===== src/rtl/snake_step_scheduler.sv =====
// snake_step_scheduler
// Paces snake movement: divides CLK into move ticks, latches the player's
// direction with a no-reversal rule, issues one MOVE_REQ/MOVE_ACK handshake
// per step and shortens the step period each time food is eaten.
module snake_step_scheduler #(
    parameter int unsigned TICK_DIV   = 10_000_000,
    parameter int unsigned SPEED_STEP = 500_000,
    parameter int unsigned MIN_DIV    = 2_000_000,
    parameter int unsigned CNT_W      = 27
) (
    input  logic        CLK,
    input  logic        RESET,
    input  logic [1:0]  MASTER_STATE,
    input  logic        BTNU,
    input  logic        BTND,
    input  logic        BTNL,
    input  logic        BTNR,
    input  logic        FOOD_EATEN,
    input  logic        MOVE_ACK,
    output logic        MOVE_REQ,
    output logic [1:0]  DIRECTION,
    output logic [15:0] STEP_COUNT
);

    // Scheduler states
    localparam logic [1:0] S_IDLE = 2'd0;
    localparam logic [1:0] S_WAIT = 2'd1;
    localparam logic [1:0] S_REQ  = 2'd2;
    localparam logic [1:0] S_HALT = 2'd3;

    // Master game-state encodings (11 behaves as WIN)
    localparam logic [1:0] MS_IDLE = 2'b00;
    localparam logic [1:0] MS_PLAY = 2'b01;

    // Direction encodings
    localparam logic [1:0] DIR_UP    = 2'b00;
    localparam logic [1:0] DIR_RIGHT = 2'b01;
    localparam logic [1:0] DIR_DOWN  = 2'b10;
    localparam logic [1:0] DIR_LEFT  = 2'b11;

    // Period constants; the speed-up arithmetic runs one bit wider than the
    // counter so that the subtraction exposes a borrow instead of wrapping.
    localparam logic [CNT_W-1:0] L_TICK   = CNT_W'(TICK_DIV);
    localparam logic [CNT_W-1:0] L_MIN    = CNT_W'(MIN_DIV);
    localparam logic [CNT_W:0]   L_MIN_X  = (CNT_W+1)'(MIN_DIV);
    localparam logic [CNT_W:0]   L_STEP_X = (CNT_W+1)'(SPEED_STEP);

    logic [1:0]       r_state;
    logic [CNT_W-1:0] r_cnt;
    logic [CNT_W-1:0] r_period;
    logic [1:0]       r_dir;
    logic [1:0]       r_pend;
    logic             r_req;
    logic [15:0]      r_step_count;

    logic             w_ms_play;
    logic             w_ms_idle;
    logic [1:0]       w_leave_state;
    logic             w_active;
    logic [CNT_W-1:0] w_period_m1;
    logic             w_tick;
    logic             w_wait_fire;
    logic             w_ack;
    logic             w_btn_any;
    logic [1:0]       w_cand;
    logic             w_cand_ok;
    logic [CNT_W:0]   w_sub_x;
    logic             w_above_floor;
    logic [CNT_W-1:0] w_food_period;

    assign w_ms_play     = (MASTER_STATE == MS_PLAY);
    assign w_ms_idle     = (MASTER_STATE == MS_IDLE);
    assign w_leave_state = w_ms_play ? S_WAIT : (w_ms_idle ? S_IDLE : S_HALT);
    assign w_active      = (r_state == S_WAIT) || (r_state == S_REQ);

    // ">=" rather than "==" so a period shortened below the running count
    // fires on the very next cycle instead of wrapping around.
    assign w_period_m1   = r_period - CNT_W'(1);
    assign w_tick        = (r_cnt >= w_period_m1);
    assign w_wait_fire   = (r_state == S_WAIT) && w_ms_play && w_tick;
    assign w_ack         = (r_state == S_REQ) && MOVE_ACK;

    // A borrow in the top bit means SPEED_STEP exceeded the current period.
    assign w_sub_x       = {1'b0, r_period} - L_STEP_X;
    assign w_above_floor = !w_sub_x[CNT_W] && (w_sub_x >= L_MIN_X);
    assign w_food_period = w_above_floor ? w_sub_x[CNT_W-1:0] : L_MIN;

    assign w_btn_any     = BTNU | BTND | BTNL | BTNR;
    assign w_cand_ok     = w_btn_any && (w_cand != (r_dir ^ 2'b10));

    // Button priority encoder: U > D > L > R
    always_comb begin
        w_cand = DIR_RIGHT;
        if (BTNU) begin
            w_cand = DIR_UP;
        end else if (BTND) begin
            w_cand = DIR_DOWN;
        end else if (BTNL) begin
            w_cand = DIR_LEFT;
        end
    end

    // Scheduler FSM and the MOVE_REQ handshake register
    always_ff @(posedge CLK or negedge RESET) begin
        if (!RESET) begin
            r_state <= S_IDLE;
            r_req   <= 1'b0;
        end else begin
            case (r_state)
                S_IDLE: begin
                    r_req <= 1'b0;
                    if (w_ms_play) begin
                        r_state <= S_WAIT;
                    end
                end
                S_WAIT: begin
                    if (!w_ms_play) begin
                        r_state <= w_leave_state;
                    end else if (w_tick) begin
                        r_req   <= 1'b1;
                        r_state <= S_REQ;
                    end
                end
                S_REQ: begin
                    if (MOVE_ACK) begin
                        r_req   <= 1'b0;
                        r_state <= w_leave_state;
                    end
                end
                S_HALT: begin
                    if (w_ms_idle) begin
                        r_state <= S_IDLE;
                    end
                end
                default: begin
                    r_state <= S_IDLE;
                    r_req   <= 1'b0;
                end
            endcase
        end
    end

    // Step divider: counts only while waiting in PLAY, otherwise held at zero
    always_ff @(posedge CLK or negedge RESET) begin
        if (!RESET) begin
            r_cnt <= '0;
        end else if ((r_state == S_WAIT) && w_ms_play && !w_tick) begin
            r_cnt <= r_cnt + CNT_W'(1);
        end else begin
            r_cnt <= '0;
        end
    end

    // Step period: restored on IDLE, shortened by each food pulse during play
    always_ff @(posedge CLK or negedge RESET) begin
        if (!RESET) begin
            r_period <= L_TICK;
        end else if (r_state == S_IDLE) begin
            r_period <= L_TICK;
        end else if (w_active && FOOD_EATEN) begin
            r_period <= w_food_period;
        end
    end

    // Pending direction capture and commit at the start of each request
    always_ff @(posedge CLK or negedge RESET) begin
        if (!RESET) begin
            r_dir  <= DIR_RIGHT;
            r_pend <= DIR_RIGHT;
        end else if (r_state == S_IDLE) begin
            r_dir  <= DIR_RIGHT;
            r_pend <= DIR_RIGHT;
        end else if (w_active) begin
            if (w_cand_ok) begin
                r_pend <= w_cand;
            end
            if (w_wait_fire) begin
                r_dir <= r_pend;
            end
        end
    end

    // Saturating count of acknowledged steps
    always_ff @(posedge CLK or negedge RESET) begin
        if (!RESET) begin
            r_step_count <= '0;
        end else if (r_state == S_IDLE) begin
            r_step_count <= '0;
        end else if (w_ack && (r_step_count != '1)) begin
            r_step_count <= r_step_count + 16'd1;
        end
    end

    assign MOVE_REQ   = r_req;
    assign DIRECTION  = r_dir;
    assign STEP_COUNT = r_step_count;

endmodule

===== config.mk =====
export PLATFORM = sky130hd
export DESIGN_NAME = snake_step_scheduler
export DESIGN_NICKNAME = d
export VERILOG_FILES = /design/src/rtl/snake_step_scheduler.sv
export SDC_FILE = /design/constraint.sdc
export NUM_CORES = 1
export LEC_CHECK = 0
export ABC_AREA = 0
export CELL_PAD_IN_SITES_DETAIL_PLACEMENT = 0
export CELL_PAD_IN_SITES_GLOBAL_PLACEMENT = 1
export CORE_MARGIN = 5
export CORE_UTILIZATION = 40
export DETAILED_ROUTE_END_ITERATION = 12
export GPL_TIMING_DRIVEN = 0
export PLACE_DENSITY = 0.82
export SYNTH_ARGS = -nofsm -noshare
export SYNTH_HDL_FRONTEND = slang
export SYNTH_SLANG_ARGS = --single-unit

===== constraint.sdc =====
create_clock -name CLK -period 5.13 [get_ports CLK]
set_input_delay 0.513 -clock CLK [delete_from_list [all_inputs] [get_ports CLK]]
set_output_delay 0.513 -clock CLK [all_outputs]
set_load 0.02 [all_outputs]

# Word-level counts from Yosys, hierarchy flattened
# Cells that the tools add are included.
totals:
  regBits: 77
  latchBits: 0
  ramBits: 0
  mem_bits_ro: 0
  input_bits: 10
  output_inout_bits: 19
  wordCells: 79
  mem_count: 0
classes:
  add_sub_neg: 4
  mul: 0
  div_mod_pow: 0
  magnitude_cmp: 2
  eq_ne: 12
  n_shift: 0
  n_mux: 27
  bitwise: 4
  n_reduce_logical: 23
op_table:
  columns: ["op", "count"]
  rows:
  - ["2-to-1 mux 27 bit", 4]
  - ["2-to-1 mux 16 bit", 2]
  - ["2-to-1 mux 2 bit", 16]
  - [">= comparator 28 x 21 -> 1 bit, second input constant", 1]
  - ["subtractor 27 x 19 -> 28 bit, second input constant", 1]
  - ["adder 27 x 1 -> 27 bit, second input constant", 1]
  - [">= comparator 27 bit", 1]
  - ["subtractor 27 x 1 -> 27 bit, second input constant", 1]
  - ["adder 16 x 1 -> 16 bit, second input constant", 1]
  - ["!= test 16 bit, second input constant", 1]
  - ["!= test 2 bit, second input constant", 5]
  - ["nonzero test 2 bit", 5]
  - ["logical AND 1 bit", 8]
  - ["case mux 2 bit (4 select lines)", 1]
  - ["AND reduction 4 bit", 2]
  - ["equality test 2 x 1 -> 1 bit, second input constant", 2]
  - ["equality test 2 bit, second input constant", 2]
  - ["zero test 2 bit", 2]
  - ["AND reduction 2 bit", 2]
  - ["2-to-1 mux 1 bit", 3]
  - ["!= test 3 bit, second input constant", 1]
  - ["OR 1 bit", 3]
  - ["case mux 1 bit (3 select lines)", 1]
  - ["nonzero test 3 bit", 1]
  - ["other kinds (4)", 5]

# Logic depth before layout (Yosys ltp)
# Gate-level depths: netlist of the first run.
logic_depth:
  word_depth: 8
  depth_mapped: 18
  depth_no_buf: 16

# Worst setup path after synthesis of the first run
# Ideal clock, no wire load.
synth_path:
  path_type: "flip-flop to flip-flop"
  startpoint: "register r_period[10]"
  endpoint: "register r_state[1]"
  setup_ns: 0.125
  arrival_time_ns: 3.968
  t_required_ns: 5.005
  setup_slack_ns: 1.037
  path_stages_with_launch: 19
  path_buffers: 2
  period_less_slack_ns: 4.093
  path_cell_list: "dfstp_2 clkbuf_1 or2_2 or3_1 clkbuf_1 nor4_1 nand2b_1 nor3_2 nand2_1 nor2_1 xnor2_1 ha_1 and2_1 nand4_1 o21ai_0 a211oi_1 o211ai_1 and2_1 mux2_2"
synth_via:
  elab_chain_len: 4
synth_rtl:
  columns: ["element", "line", "rtl"]
  rows:
  - ["start, declared", "50", "logic [CNT_W-1:0] r_period;"]
  - ["start signal, assigned", "161", "r_period <= w_food_period;"]
  - ["subtractor 27 x 1 -> 27 bit", "78", "assign w_period_m1 = r_period - CNT_W'(1);"]
  - [">= comparator 27 bit", "79", "assign w_tick = (r_cnt >= w_period_m1);"]
  - ["!= test 3 bit (no line)", null, null]
  - ["AND reduction 4 bit (no line)", null, null]
  - ["end signal, assigned", "118", "r_state <= w_leave_state;"]
  - ["end signal, assigned", "127", "r_state <= w_leave_state;"]
  - ["end, declared", "48", "logic [1:0] r_state;"]
# Every way passes these cells.
# A chain may end at the register's enable or synchronous reset.

# Worst setup path in the final report of the first run
# Ends and elaborated chain as after synthesis.

==> results.ini, run 1 <==
[synth]
ys.flop_type = dfrtp_1
synth.distinct_cells = 67
avgSynthCellArea_um2 = 8.60
synthArstFlopShare = 1.00
syn_area_mm2 = 0.00503
yosysSeqAreaShare = 0.361
yosys_register_bits = 72
syn-instance-count = 585
yosysWarnings = 0
synth_top_area_share = 0.308
synth_edf_count = 0
ys_top_cells_by_area = dfrtp_1, ha_1, nor2_1, xor2_1, xnor2_1
synthesis.nets = 626
yosys.area.top_type = dfrtp_1

[timing]
slew_viol_final = 0
relSlewSlack = 0.487
fmax_mhz = 216
fin_crit_sh = 0.904
fin_skew_ns = 0.0103
worst_slew_pin_slew_ns = 0.758
finalHoldViolCount = 0
setup_viol = 0
fin_crit_ns = 4.64
rsz0062_at_grt = false
fin_setup_tns_ns = 0

[clock_tree]
clkSinkCount = 72
clk_pin_slew_ns = 0.06
cts_max_level = 3
insertion_delay_ns = 0.35
cts_buffers = 9
cts_tree = done
postCtsHoldBufs = 0
clk_path_buf_depth = 2
cts-root-buf = clkbuf_16

[grt]
grt_start_max_net_pins = 38
grt_pass1_vias = 4319
antenna_found_initial = 0
grt-ovfl-total = 0
grt_usage = 0.180
grt_pass1_wl_mm = 21.3

[worst_setup_path]
crit_required_ns = 5.36
regToRegSetupSlack_ns = 0.49
cp_max_fo = 9
worstSetupPathType = reg2reg
worstPathArrival_ns = 4.87
end_kind = register
critical_path.startpoint_type = register

[routing]
maxUsedRoutingLayer = met4
viasPerCell = 5.52
routedWlPerCell_um = 15.8
met2_length_mm = 5.98
wl_met3_um = 677
routed_wl_mm = 12.7
first_iter_violations = 216
met1Wirelength_mm = 5.81
ant_nets = 0
drtPass1Iterations = 5
vias = 4440
drc = 0

[placement]
place_area_mm2 = 0.00554
dpl.hpwl_mm = 9.05
place_congestion = 0.876
port_buffers = 28

[pwr]
p_per_area_mw_per_mm2 = 445
max-vdd-ir-drop_uv = 253
cellLeakagePower_nw = 2.44

[die]
fp.dieH_um = 122
start_util = 0.404
die_x_um = 122
core-area_mm2 = 0.0125
dieArea_mm2 = 0.0149
ios = 29
placementRows = 41

[finish]
final_cell_mix = nor2_1, dfrtp_1, nand2_1
area_delta_synth_final_pct = 18.0
antenna_cells = 0
final_cell_area_mm2 = 0.00593
final_common_cell = nor2_1
final_nets = 669
layout-drive-gt1-share = 0.0807

[hold_path]
hp-class = in2async

[flow_run]
cap_violations = 0

[status]
status = complete, no violations

final timing paths:
path / from / end / cells past startpoint
max: r_period[10] / r_state[1] / 18
min: RESET / r_cnt[1] / 1
max reg2reg: r_period[10] / r_state[1] / 18
min reg2reg: r_pend[1] / r_pend[1] / 2
max in group asynchronous: RESET / r_period[19] / 2
min in group CLK: r_pend[1] / r_pend[1] / 2
final cells by class:
class	count	area (um2)
sequential	72	1810
fill	1221	6530
tap	172	215
clock inverter	5	129
clock buffer	10	239
timing repair buffer	32	320
buffer	36	160
inverter	12	45.0
multi-input combinational	465	3010
state kept, by name, summed over array words and instances (netlist names):
| name | cells |
|---|---|
| DIRECTION | 2 |
| MOVE_REQ | 1 |
| STEP_COUNT | 16 |
| r_cnt | 27 |
| r_pend | 2 |
| r_period | 22 |
| r_state | 2 |
through the flow:
| stage | power [mW] | hold slack [ns] | util | std cells | worst slack (ns) |
|---|---|---|---|---|---|
| after detailed placement | 1.84 | 0.469 | 0.445 | 786 | 0.0920 |
| after CTS | 2.65 | 0.143 | 0.474 | 801 | 0.0643 |
| after global routing | 2.83 | 0.158 | 0.476 | 804 | 0.0751 |
| after floorplan | 1.53 | 0.217 | - | 585 | 1.04 |
| after global placement | 1.81 | 0.465 | 0.443 | 785 | 0.180 |
| final | 2.64 | 0.123 | 0.476 | 804 | 0.490 |
repair_timing:
item	in CTS	in global routing
endpoints found under the setup margin	0	22
gates resized for setup	0	0
setup buffers	0	3
power by group:
group          internal [mW]  switching (mW)  total (mW)
clock network          0.536           0.257       0.793
logic                  0.390           0.735        1.12
registers              0.662          0.0617       0.724
total                   1.59            1.05        2.64
kinds of logic (layout without fill, tap and decap cells):
family | count (synthesis) | count (layout) | share of synthesized area
simple gates | 262 | 262 | 0.249
compound gates | 104 | 104 | 0.152
flops | 72 | 72 | 0.361
xor+xnor | 64 | 64 | 0.111
buf+inv | 48 | 95 | 0.0408
fa+ha+maj | 31 | 31 | 0.0771
mux | 4 | 4 | 0.00846
cell usage after synthesis, drive strengths merged (3+ instances only):
cell and count:
a22oi 4, buf 7, o21ai 23, nor3 27
nor4b 3, ha 31, a31oi 4, a211oi 4
dfstp 10, o41ai 5, o31a 6, nand4 14
nor4 6, a21o 11, and2 6, a21oi 24
nand2 50, dfrtp 62, clkbuf 29, xor2 33
inv 12, and4 3, nor2 94, and3 11
xnor2 31, nand3 31, or3 4
worst max-delay path: stages, from the launching register on:
cell and delay [ns]:
dfstp_2 0.35, clkbuf_1 0.23, or2_2 0.39, or3_1 0.32, clkbuf_1 0.18, nor4_1 0.29
nand2b_1 0.16, nor3_2 0.29, nand2_1 0.18, nor2_1 0.17, xnor2_1 0.09, ha_1 0.22
a2111oi_0 0.45, nor3_1 0.11, a211oi_1 0.34, o211ai_1 0.18, buf_4 0.16, and2_1 0.16
mux2_2 0.28
routing by layer:
| layer | vias up | global-route usage |
|---|---|---|
| li1 | 2152 | - |
| met1 | 2144 | 0.238 |
| met2 | 125 | 0.291 |
| met3 | 19 | 0.0427 |
| met4 | 0 | 0.0595 |
| met5 | - | 0 |
Note: power is estimated with default switching activity, not from simulation.
==> inputs of run 2 (changes only) <==
--- a/config.mk
+++ b/config.mk
@@ -6,6 +6,7 @@
 export NUM_CORES = 1
 export LEC_CHECK = 0
 export ABC_AREA = 0
+export CAP_MARGIN = 20
 export CELL_PAD_IN_SITES_DETAIL_PLACEMENT = 0
 export CELL_PAD_IN_SITES_GLOBAL_PLACEMENT = 1
 export CORE_MARGIN = 5
==> constraint.sdc (replaced) <==
create_clock -name CLK -period 5.13 [get_ports CLK]
set_input_delay 0.513 -clock CLK [delete_from_list [all_inputs] [get_ports CLK]]
set_output_delay 0.513 -clock CLK [all_outputs]
set_load 0.1 [all_outputs]
==> results of run 2 <==
Same layout as run 1 (identical final DEF). Status: complete, no violations.
Main changes from that run: total power 2.64 mW -> 2.67 mW; worst IR drop on VDD 253 uV -> 291 uV
